## config.mk

```make
export PLATFORM = sky130hd
export DESIGN_NAME = timer_counter_core_flat
export DESIGN_NICKNAME = d
export VERILOG_FILES = /design/src/rtl/timer_counter_core_if.sv /design/src/rtl/timer_counter_core.sv /design/src/flat_wrapper.sv
export SDC_FILE = /design/constraint.sdc
export NUM_CORES = 1
export LEC_CHECK = 0
export ABC_CLOCK_PERIOD_IN_PS = 4600
export BUFFER_PORTS_ARGS = -buffer_cell sky130_fd_sc_hd__buf_2
export CORE_MARGIN = 5
export CORE_UTILIZATION = 40
export CTS_BUF_LIST = sky130_fd_sc_hd__clkbuf_4 sky130_fd_sc_hd__clkbuf_8
export DETAILED_ROUTE_END_ITERATION = 16
export SLEW_MARGIN = 20
export SYNTH_ARGS = -nofsm -noshare
export SYNTH_HDL_FRONTEND = slang
export SYNTH_SLANG_ARGS = --single-unit
```

## constraint.sdc

```tcl
create_clock -name clk -period 4.6 [get_ports clk]
set_input_delay 0.69 -clock clk [delete_from_list [all_inputs] [get_ports clk]]
set_output_delay 0.69 -clock clk [all_outputs]
set_load 0.03 [all_outputs]
```

## src/rtl/timer_counter_core_if.sv

```systemverilog
// Control/status bundle for timer_counter_core.
//   master: drives en, load, up_dn, cks, tdr_i; observes cnt_o, ovf_o, udf_o
//   slave : the timer core itself
interface timer_counter_core_if;
    logic       en;
    logic       load;
    logic       up_dn;
    logic [1:0] cks;
    logic [7:0] tdr_i;
    logic [7:0] cnt_o;
    logic       ovf_o;
    logic       udf_o;

    modport master (
        output en, load, up_dn, cks, tdr_i,
        input  cnt_o, ovf_o, udf_o
    );

    modport slave (
        input  en, load, up_dn, cks, tdr_i,
        output cnt_o, ovf_o, udf_o
    );
endinterface

```

## src/rtl/timer_counter_core.sv

```systemverilog
// 8-bit up/down timer with a 4-bit prescaler and one-cycle overflow/underflow pulses.
// Ports:
//   clk   - system clock, rising edge
//   rst_n - asynchronous active-low reset
//   bus   - timer_counter_core_if.slave:
//           en, load, up_dn, cks[1:0], tdr_i[7:0] in; cnt_o[7:0], ovf_o, udf_o out (registered)
module timer_counter_core (
    input  logic                  clk,
    input  logic                  rst_n,
    timer_counter_core_if.slave   bus
);
    localparam int unsigned CNT_W = 8;
    localparam int unsigned DIV_W = 4;

    logic [DIV_W-1:0] div_cnt;
    logic [CNT_W-1:0] cnt_q;
    logic             ovf_q;
    logic             udf_q;
    logic             run_c;
    logic             div_full_c;
    logic             tick_c;

    // Prescaler runs only while counting is enabled and no load is requested.
    assign run_c = bus.en & ~bus.load;

    // Prescaler terminal count for the selected divide ratio (div_cnt[cks:0] all ones).
    always_comb begin
        div_full_c = 1'b0;
        case (bus.cks)
            2'b00:   div_full_c = div_cnt[0];
            2'b01:   div_full_c = &div_cnt[1:0];
            2'b10:   div_full_c = &div_cnt[2:0];
            default: div_full_c = &div_cnt[3:0];
        endcase
    end

    assign tick_c = run_c & div_full_c;

    // Prescaler: free-running wrap while enabled, cleared otherwise.
    always_ff @(posedge clk or negedge rst_n) begin
        if (!rst_n) begin
            div_cnt <= '0;
        end else if (run_c) begin
            div_cnt <= div_cnt + DIV_W'(1);
        end else begin
            div_cnt <= '0;
        end
    end

    // Counter and wrap pulses; load has priority over tick, otherwise hold.
    always_ff @(posedge clk or negedge rst_n) begin
        if (!rst_n) begin
            cnt_q <= '0;
            ovf_q <= 1'b0;
            udf_q <= 1'b0;
        end else begin
            ovf_q <= 1'b0;
            udf_q <= 1'b0;
            if (bus.load) begin
                cnt_q <= bus.tdr_i;
            end else if (tick_c) begin
                if (bus.up_dn) begin
                    cnt_q <= cnt_q - CNT_W'(1);
                    udf_q <= (cnt_q == '0);
                end else begin
                    cnt_q <= cnt_q + CNT_W'(1);
                    ovf_q <= (cnt_q == '1);
                end
            end
        end
    end

    assign bus.cnt_o = cnt_q;
    assign bus.ovf_o = ovf_q;
    assign bus.udf_o = udf_q;
endmodule

```

## src/flat_wrapper.sv

```systemverilog
// flat-port wrapper written by rule: the top's interface ports become plain ports
module timer_counter_core_flat 
  (clk, rst_n, bus_en, bus_load, bus_up_dn, bus_cks, bus_tdr_i, bus_cnt_o, bus_ovf_o, bus_udf_o);
  timer_counter_core_if bus_i ();
  input  logic clk;
  input  logic rst_n;
  input wire logic [$bits(bus_i.en)-1:0] bus_en;
  input wire logic [$bits(bus_i.load)-1:0] bus_load;
  input wire logic [$bits(bus_i.up_dn)-1:0] bus_up_dn;
  input wire logic [$bits(bus_i.cks)-1:0] bus_cks;
  input wire logic [$bits(bus_i.tdr_i)-1:0] bus_tdr_i;
  output wire logic [$bits(bus_i.cnt_o)-1:0] bus_cnt_o;
  output wire logic [$bits(bus_i.ovf_o)-1:0] bus_ovf_o;
  output wire logic [$bits(bus_i.udf_o)-1:0] bus_udf_o;
  assign bus_i.en = bus_en;
  assign bus_i.load = bus_load;
  assign bus_i.up_dn = bus_up_dn;
  assign bus_i.cks = bus_cks;
  assign bus_i.tdr_i = bus_tdr_i;
  assign bus_cnt_o = bus_i.cnt_o;
  assign bus_ovf_o = bus_i.ovf_o;
  assign bus_udf_o = bus_i.udf_o;
  timer_counter_core u_core (.clk(clk), .rst_n(rst_n), .bus(bus_i));
endmodule
```

[Yosys cells after proc, flatten, opt, wreduce, memory -nomap -nowiden]
Cells that the tools add are included.
W data, S select, Z words.
Word-level totals
  register bits after elaboration: 14
  latch bits: 0
  RAM bits: 0
  memory bits (read-only): 0
  input bits: 15
  output and inout bits: 10
  word-level logic and storage cells: 30
  memories: 0
Cells by class
  $add $sub $neg: 3
  multipliers: 0
  div/mod/pow operators: 0
  order comparisons: 0
  equality and inequality tests: 3
  shifts and indexed selects: 0
  multiplexer cells: 11
  bitwise logic cells: 3
  reduce and logical (&&, ||, !) cells: 6
Operators by type and width (count)
  $mux W8: 3
  $add A8 B1 Y8 const B: 1
  $eq A8 B8 Y1 const B: 1
  $logic_not A8 Y1: 1
  $sub A8 B1 Y8 const B: 1
  $mux W1: 6
  $add A4 B1 Y4 const B: 1
  $mux W4: 1
  $reduce_and A4 Y1: 1
  $pmux W1 S3: 1
  $reduce_and A3 Y1: 1
  $and A1 B1 Y1: 2
  $eq A2 B1 Y1 const B: 1
  $eq A2 B2 Y1 const B: 1
  $logic_not A2 Y1: 1
  $reduce_and A2 Y1: 1
  $reduce_bool A2 Y1: 1
  $not A1 Y1: 1

[Longest topological paths before layout]
Gate-level depths: netlist of the first run.
  depth in word-level cells: 5
  depth in mapped cells: 8
  depth with buffers taken out: 7

[Worst setup path after synthesis of the first run]
No wires, ideal clock.
  kind: in2reg
  start point: in bus_up_dn
  end point: reg u_core.cnt_q[7] (netlist: u_core.bus.cnt_o[7])
  setup time: 69 ps
  arrival: 1976 ps
  data required time: 4531 ps
  setup slack: 2555 ps
  stages on the path: 6
  path buffers: 0
  cells stage by stage: ha_1 > a21oi_2 > a211oi_1 > or3_1 > a211o_1 > nand3_1
Between the ends
  word-level cells in the longest chain between the ends: 3
Ends and longest elaborated chain
  from (decl): line flat_wrapper.sv:9  | input wire logic [$bits(bus_i.up_dn)-1:0] bus_up_dn;
  $mux W8: line timer_counter_core.sv:62  | if (bus.up_dn) begin
  $mux W8: line timer_counter_core.sv:61  | end else if (tick_c) begin
  $mux W8: line timer_counter_core.sv:59  | if (bus.load) begin
  to (signal assigned): line timer_counter_core.sv:60  | cnt_q <= bus.tdr_i;
  to (signal assigned): line timer_counter_core.sv:63  | cnt_q <= cnt_q - CNT_W'(1);
  to (signal assigned): line timer_counter_core.sv:66  | cnt_q <= cnt_q + CNT_W'(1);
  to (decl): line timer_counter_core.sv:16  | logic [CNT_W-1:0] cnt_q;
Every way passes these cells. The select of a mux whose other input is x is not followed.
A chain may end at the register's enable or synchronous reset.

[Worst setup path in the final report of the first run]
Ends and elaborated chain as after synthesis.

==> results.md, run 1 <==
- Detail-routed net length per standard cell: 15.1 um
- Layout net count: 147
- GRT overflow: 0
- Core ar.: 2230 um2
- Largest net degree at the start of global routing: 15
- Die width: 58.5 um
- Hold Buf Count CTS: 0
- Critical path fanouts, max: 9
- #FFs+latches synth: 14
- Std cell rows: 17
- Fmax: 0.497 GHz
- Count leader, synth: dfrtp_1
- Final GP Congestion: 0.822
- Crit end category: register
- Sequential share of the synthesized area: 37.2%
- Combinational Power Share: 31.0%
- CP Data Required Time: 4.81 ns
- Slowest stage delay, CP: 0.37 ns
- DRT Wirelength: 2.25 mm
- Net switching power: 105 uW
- Synth Area in Adders: 12.7%
- Clk sinks: 14
- Largest family of logic cells by synthesized area: compound AO/OA/AOI/OAI gates
- First-pass DRT Iterations: 4
- Synth Area in XOR/XNOR: 2.79%
- CTS Buffer Depth: 2
- Post-synthesis simple-gate area fraction: 19.1%
- Largest delay share family, worst path: compound AO/OA/AOI/OAI gates
- Post-synth top area cell: dfrtp_1
- Cell total after placement: 146
- Post-synth EDFFs: 0
- Worst Hold Class: in -> async
- # H-tree levels: 1
- Layout area overhead: 16.6%
- WP depth: 7
- Total die area: 3430 um2
- Lkg Pwr: 0.000534 uW
- Cell Chain, Critical Path: buf_2 > ha_1 > a21oi_2 > a211oi_1 > or3_1 > a211o_1 > nand3_1
- CP arrival: 2.23 ns
- Detail Route Antenna Nets: 0
- Switching part of the total power: 34.4%
- Fin. Hold Viols: 0
- Share of layout cells above drive strength 1: 25.6%
- First-pass GRT wire length: 3.73 mm
- Yosys cell types: 34
- FF-to-FF path depth: 7
- Ranking of synthesized cells by area: dfrtp_1, ha_1, a221o_1
- GRT Util Overall: 14.4%
- Initial antenna violation count: 0
- CP Launch Type: input port
- Final Max Tran Viols: 0
- Post-layout instance area: 1100 um2
- Seq pwr share: 46.9%
- Worst-Skew Late Latency: 0.27 ns
- Final setup fails: 0
- CP Buf/Inv Count: 1
- Fillers: 236
- Die Span Y: 58.5 um
- Num CTS Buffers: 3
- Setup TNS Final: 0 ns
- Antenna Diode Count: 0
- Worst slew pin tran: 0.323 ns
- Status: complete, no violations
- RSZ-0062 raised after global routing: false
- Initial DRC Count: 9
- Hpwl dp: 1.71 mm
- P per Cell Area: 276 nW/um2
- Ys Warns: 0
- CTS tree: done
- Non-Filler Instances: 149
- Compound-Gate Fraction of Synth Area: 22.4%
- Syn Std Cell Area: 942 um2
- WS Path Type: in -> reg
- Worst path slowest cell: or3_1
- Initial Utilization: 42.2%
- Drt drc: 0
- Top-area cell type share of the netlist area: 37.2%
- Vias: 819
- Primary FF master, synth: dfrtp_1
- WHS: 0.298 ns
- Final Cycle Share: 43.7%
- Clock Tree Root: clkbuf_4
- Power Internal: 199 uW
- Ports: 25
- Mean Syn Cell Area: 9.71 um2
- Synth top cells by count: dfrtp_1, nor2_1, ha_1
- Mux contribution to synthesized area: 1.06%
- Cells after Synth: 97
- IO buf count: 24
- Vias in the first global route: 805
- Async SR Flop Fraction: 100%
- Max-cap violation count: 0
- Post-CTS sizing: 0
- Setup bufs post-CTS: 0
- Overall power: 304 uW
- Worst IR drop on VDD: 0.000109 V
- Total nets after synthesis: 121
- Clk_skew: 0.00135 ns
- Clock share of power: 22.1%
- Via-per-instance ratio: 5.50
- Worst slew margin: 78.5%
- Placed inst area: 1080 um2
- Crit path time final: 2.01 ns
- Reg clk slew, reported paths: 0.08 ns
==> registers in the layout, summed over array words and instances (netlist names) <==
signal,flops
u_core.bus.ovf_o,1
u_core.bus.udf_o,1
u_core.div_cnt,4
u_core.bus.cnt_o,8
==> metrics by stage <==
| step | util [%] | worst slack [ns] |
|---|---|---|
| global placement | 48.2 | 2.34 |
| floorplan | - | 2.55 |
| CTS | 49.2 | 2.60 |
| detailed placement | 48.2 | 2.31 |
| global route | 49.2 | 2.47 |
| finish | 49.2 | 2.59 |
==> metal layers <==
layer  up-vias  part of all wire, %  GRT usage (%)
li1        407                    -              -
met1       387                   46           18.2
met2        20                   46           23.4
met3         5                  4.9           1.97
met4         0                  2.4           7.95
met5         -                    0              0
==> power groups by stage <==
stage	clock [uW]	sequential, uW	combinational, uW
2_1_floorplan	0	155	54.2
3_3_place_gp	0	145	91.6
3_5_place_dp	0	145	94.5
4_1_cts	70.0	143	94.9
5_1_grt	77.1	144	104
6_report	67.2	142	94.0
==> final timing paths <==
path	from	end	slack, ns
worst max-delay path	bus_up_dn	u_core.bus.cnt_o[7]$_DFFE_PN0P_	2.59
worst min-delay path	rst_n	u_core.div_cnt[0]$_DFF_PN0_	0.30
worst max register to register	u_core.bus.cnt_o[0]$_DFFE_PN0P_	u_core.bus.cnt_o[6]$_DFFE_PN0P_	2.66
worst min register to register	u_core.div_cnt[0]$_DFF_PN0_	u_core.div_cnt[0]$_DFF_PN0_	0.49
max in group asynchronous	rst_n	u_core.bus.cnt_o[5]$_DFFE_PN0P_	4.06
min in group clk	u_core.div_cnt[0]$_DFF_PN0_	u_core.div_cnt[0]$_DFF_PN0_	0.49
==> placed cells by master (no fill, tap or decap), types with 2 or more instances in the layout <==
master,Yosys,layout
buf_2,2,24
a21oi_1,3,3
clkbuf_4,0,3
a211oi_1,2,2
o21a_1,3,3
a221o_1,4,4
a22oi_1,3,3
nand2_1,6,6
nor3_1,2,2
nor2b_1,2,2
nand3_1,6,6
nor2_1,10,10
o21ai_0,3,3
o21ai_1,2,2
ha_1,8,8
inv_1,6,6
dfrtp_1,14,14
nor4_1,3,3
xnor2_1,2,2
==> worst reg2reg max path: cells and delay by family (launching register included) <==
| family | cells | cell delay, ns |
|---|---|---|
| buf+inv | 1 | 0.11 |
| flops | 1 | 0.48 |
| compound gates | 3 | 0.54 |
| fa+ha+maj | 1 | 0.46 |
| simple gates | 2 | 0.27 |
==> cells by family after synthesis <==
family / after synthesis
compound gates: 27
xor+xnor: 3
fa+ha+maj: 9
buf+inv: 9
flops: 14
mux: 1
simple gates: 34
==> layout make-up <==
| cell class | instances | area, um2 | share of cell area (%) |
|---|---|---|---|
| Inverter | 6 | 22.5 | 2.05 |
| Timing Repair Buffer | 24 | 120 | 10.9 |
| Sequential cell | 14 | 350 | 31.9 |
| Clock buffer | 3 | 22.5 | 2.05 |
| Multi-Input combinational cell | 74 | 548 | 49.9 |
| Tap cell | 28 | 35.0 | 3.19 |
(Power assumes the default switching activity.)
==> run 2, diff against run 1 <==
- ABC_AREA: default -> 1
- ABC_CLOCK_PERIOD_IN_PS: 4600 -> 2100
- clock period: 4.6 -> 2.1 ns (I/O delays scaled with it)
==> results.md, run 2 <==
- Status: complete, no violations
- Core ar.: 2500 um2
- # H-tree levels: 1
- Worst slew pin tran: 0.326 ns
- Sequential share of the synthesized area: 33.2%
- Synth top cells by count: nand2_1, nand3_1, inv_1
- Syn Std Cell Area: 1050 um2
- Pre-CTS setup slack: 0.495 ns
- Hpwl dp: 1.98 mm
- Routed length on met3: 123 um
- Worst Setup Slack, final: 0.520 ns
- Primary FF master, synth: dfrtp_1
- Layout net count: 193
- Clock Tree Root: clkbuf_4
- Worst-Skew Late Latency: 0.28 ns
- Ports: 25
- Reg clk slew, reported paths: 0.08 ns
- CP Data Required Time: 2.27 ns
- Slowest stage delay, CP: 0.40 ns
- Final setup fails: 0
- Antenna Diode Count: 0
- Fmax: 0.633 GHz
- Hold Buf Count CTS: 1
- Cells after Synth: 140
- Detail-routed net length per standard cell: 12.3 um
- Final Cycle Share: 75.2%
- Share of layout cells above drive strength 1: 23.4%
- Crit end category: register
- Post-synth top area cell: dfrtp_1
- Crit path time final: 1.58 ns
- Post-synth EDFFs: 0
- Fillers: 274
- CP arrival: 1.75 ns
- Yosys cell types: 26
- Max layer used: met4
- #FFs+latches synth: 14
- Die Span Y: 61.4 um
- Commonest non-fill, non-tap cell in the layout: nand2_1
- First-pass DRT Iterations: 4
- Vias in the first global route: 1,049
- CTS Buffer Depth: 2
- Layout area overhead: 17.6%
- GRT overflow: 0
- Clk_skew: 0.00131 ns
- Ys Warns: 0
- Reg area: 350 um2
- Setup bufs post-CTS: 0
- Lkg Pwr: 0.000673 uW
- Post-CTS sizing: 0
- Top-area cell type share of the netlist area: 33.2%
- Initial DRC Count: 22
- Fin. Hold Viols: 0
- RSZ-0062 raised after global routing: false
- Num CTS Buffers: 3
- Cell Chain, Critical Path: ha_1 > ha_1 > nand2_1 > nand3_2 > nand2_4 > nor2_4 > nor2_4 > nand2_1 > nand3_2
- Multi-input gate area: 623 um2
- CTS tree: done
- CP Buf/Inv Count: 0
- Worst IR drop on VDD: 0.000290 V
- P per Cell Area: 618 nW/um2
- Largest register FFs: 8
- Final GP Congestion: 0.869
- Clk sinks: 14
- Largest delay share family, worst path: simple AND/OR/NAND/NOR gates
- DRT Wirelength: 2.43 mm
- Total nets after synthesis: 164
- Count leader, synth: nand2_1
- Total die area: 3760 um2
- Largest net degree at the start of global routing: 15
- Async SR Flop Fraction: 100%
- Via-per-instance ratio: 5.00
- Worst slew margin: 78.3%
- Commonest non-fill, non-tap cells in the layout: nand2_1, buf_2, nand3_1, inv_1, dfrtp_1
- Initial Utilization: 42.2%
- Detail Route Antenna Nets: 0
- Ranking of synthesized cells by area: dfrtp_1, nand2_1, ha_1
- Vias: 985
- M1 wire length: 1.05 mm
- Setup TNS Final: 0 ns
- DR WL met2: 1.21 mm
- Drt drc: 0
- Worst path slowest cell: dfrtp_1
- WS Path Type: reg -> reg
- Mean Syn Cell Area: 7.53 um2
- Die width: 61.4 um
- Std cell rows: 18
- First-pass GRT wire length: 4.42 mm
- CP Launch Type: register
- Critical path fanouts, max: 8
- Max-cap violation count: 0
- Final Max Tran Viols: 0
- IO buf count: 24
- Worst Hold Class: in -> reg
- GRT Util Overall: 15.5%
- Initial antenna violation count: 0
run 2: changes by cell type after synthesis, sizes merged, moves of 2 or more:
cell / before / now
nand2: 6 / 44
inv: 6 / 18
o21a: 3 / 0
a22oi: 3 / 0
a221o: 4 / 0
nor2b: 3 / 0
o21ai: 5 / 2
nand3: 6 / 22
buf: 3 / 1
nand3b: 0 / 2
a211oi: 2 / 0
run 2: per-layer routing:
layer / global-route usage, % / up-vias
met5: 0 / -
li1: - / 508
met1: 18.8 / 453
met2: 27.2 / 19
met4: 7.58 / 0
met3: 1.68 / 5
run 2: area by class of cell:
type | instances | share of cell area, %
clock buffers | 3 | 1.82
multi-input cells | 106 | 50.3
inverters | 19 | 6.16
flip-flops and latches | 14 | 28.3
well taps | 30 | 3.03
repair buffers | 25 | 10.5
run 2: cells by family after synthesis:
family | synth area share, %
AOI/OAI and AO/OA | 3.56
xor gates and xnor gates | 3.32
adders and majority gates | 11.4
buffers and inverters | 7.71
DFF | 33.2
and+or+nand+nor | 40.8
run 2: worst register-to-register path: cells and delay by family, from the launching register on:
kind	cells	cell delay (ns)
DFF	1	0.40
adders and majority gates	2	0.41
and+or+nand+nor	7	0.67
run 2: path summary, 6_finish.rpt:
check	startpoint	end	slack [ns]	depth (start not counted)
setup / recovery	u_core.div_cnt[0]$_DFF_PN0_	u_core.bus.cnt_o[0]$_DFFE_PN0P_	0.52	9
hold / removal	bus_tdr_i[6]	u_core.bus.cnt_o[6]$_DFFE_PN0P_	0.24	3
setup reg to reg	u_core.div_cnt[0]$_DFF_PN0_	u_core.bus.cnt_o[0]$_DFFE_PN0P_	0.52	9
hold reg to reg	u_core.div_cnt[0]$_DFF_PN0_	u_core.div_cnt[0]$_DFF_PN0_	0.49	1
max in group asynchronous	rst_n	u_core.bus.cnt_o[6]$_DFFE_PN0P_	1.40	2
min in group asynchronous	rst_n	u_core.bus.cnt_o[1]$_DFFE_PN0P_	0.46	2
run 2: report_power, final:
group | total, uW | leakage (uW) | internal (uW) | switching [uW]
registers | 322 | 0.000180 | 291 | 31.2
clock network | 152 | 0.0000138 | 66.6 | 85.1
logic | 293 | 0.000479 | 111 | 182
total | 766 | 0.000673 | 468 | 298
run 2: metrics by stage:
stage	instance area (um2)	power [uW]	std cells	utilization [%]	hold slack, ns
floorplan	1050	538	140	-	0.0194
finish	1240	766	197	49.6	0.244
global placement	1210	615	193	48.3	0.223
CTS	1240	775	197	49.6	0.246
global route	1240	831	197	49.6	0.248
detailed placement	1210	623	193	48.3	0.232
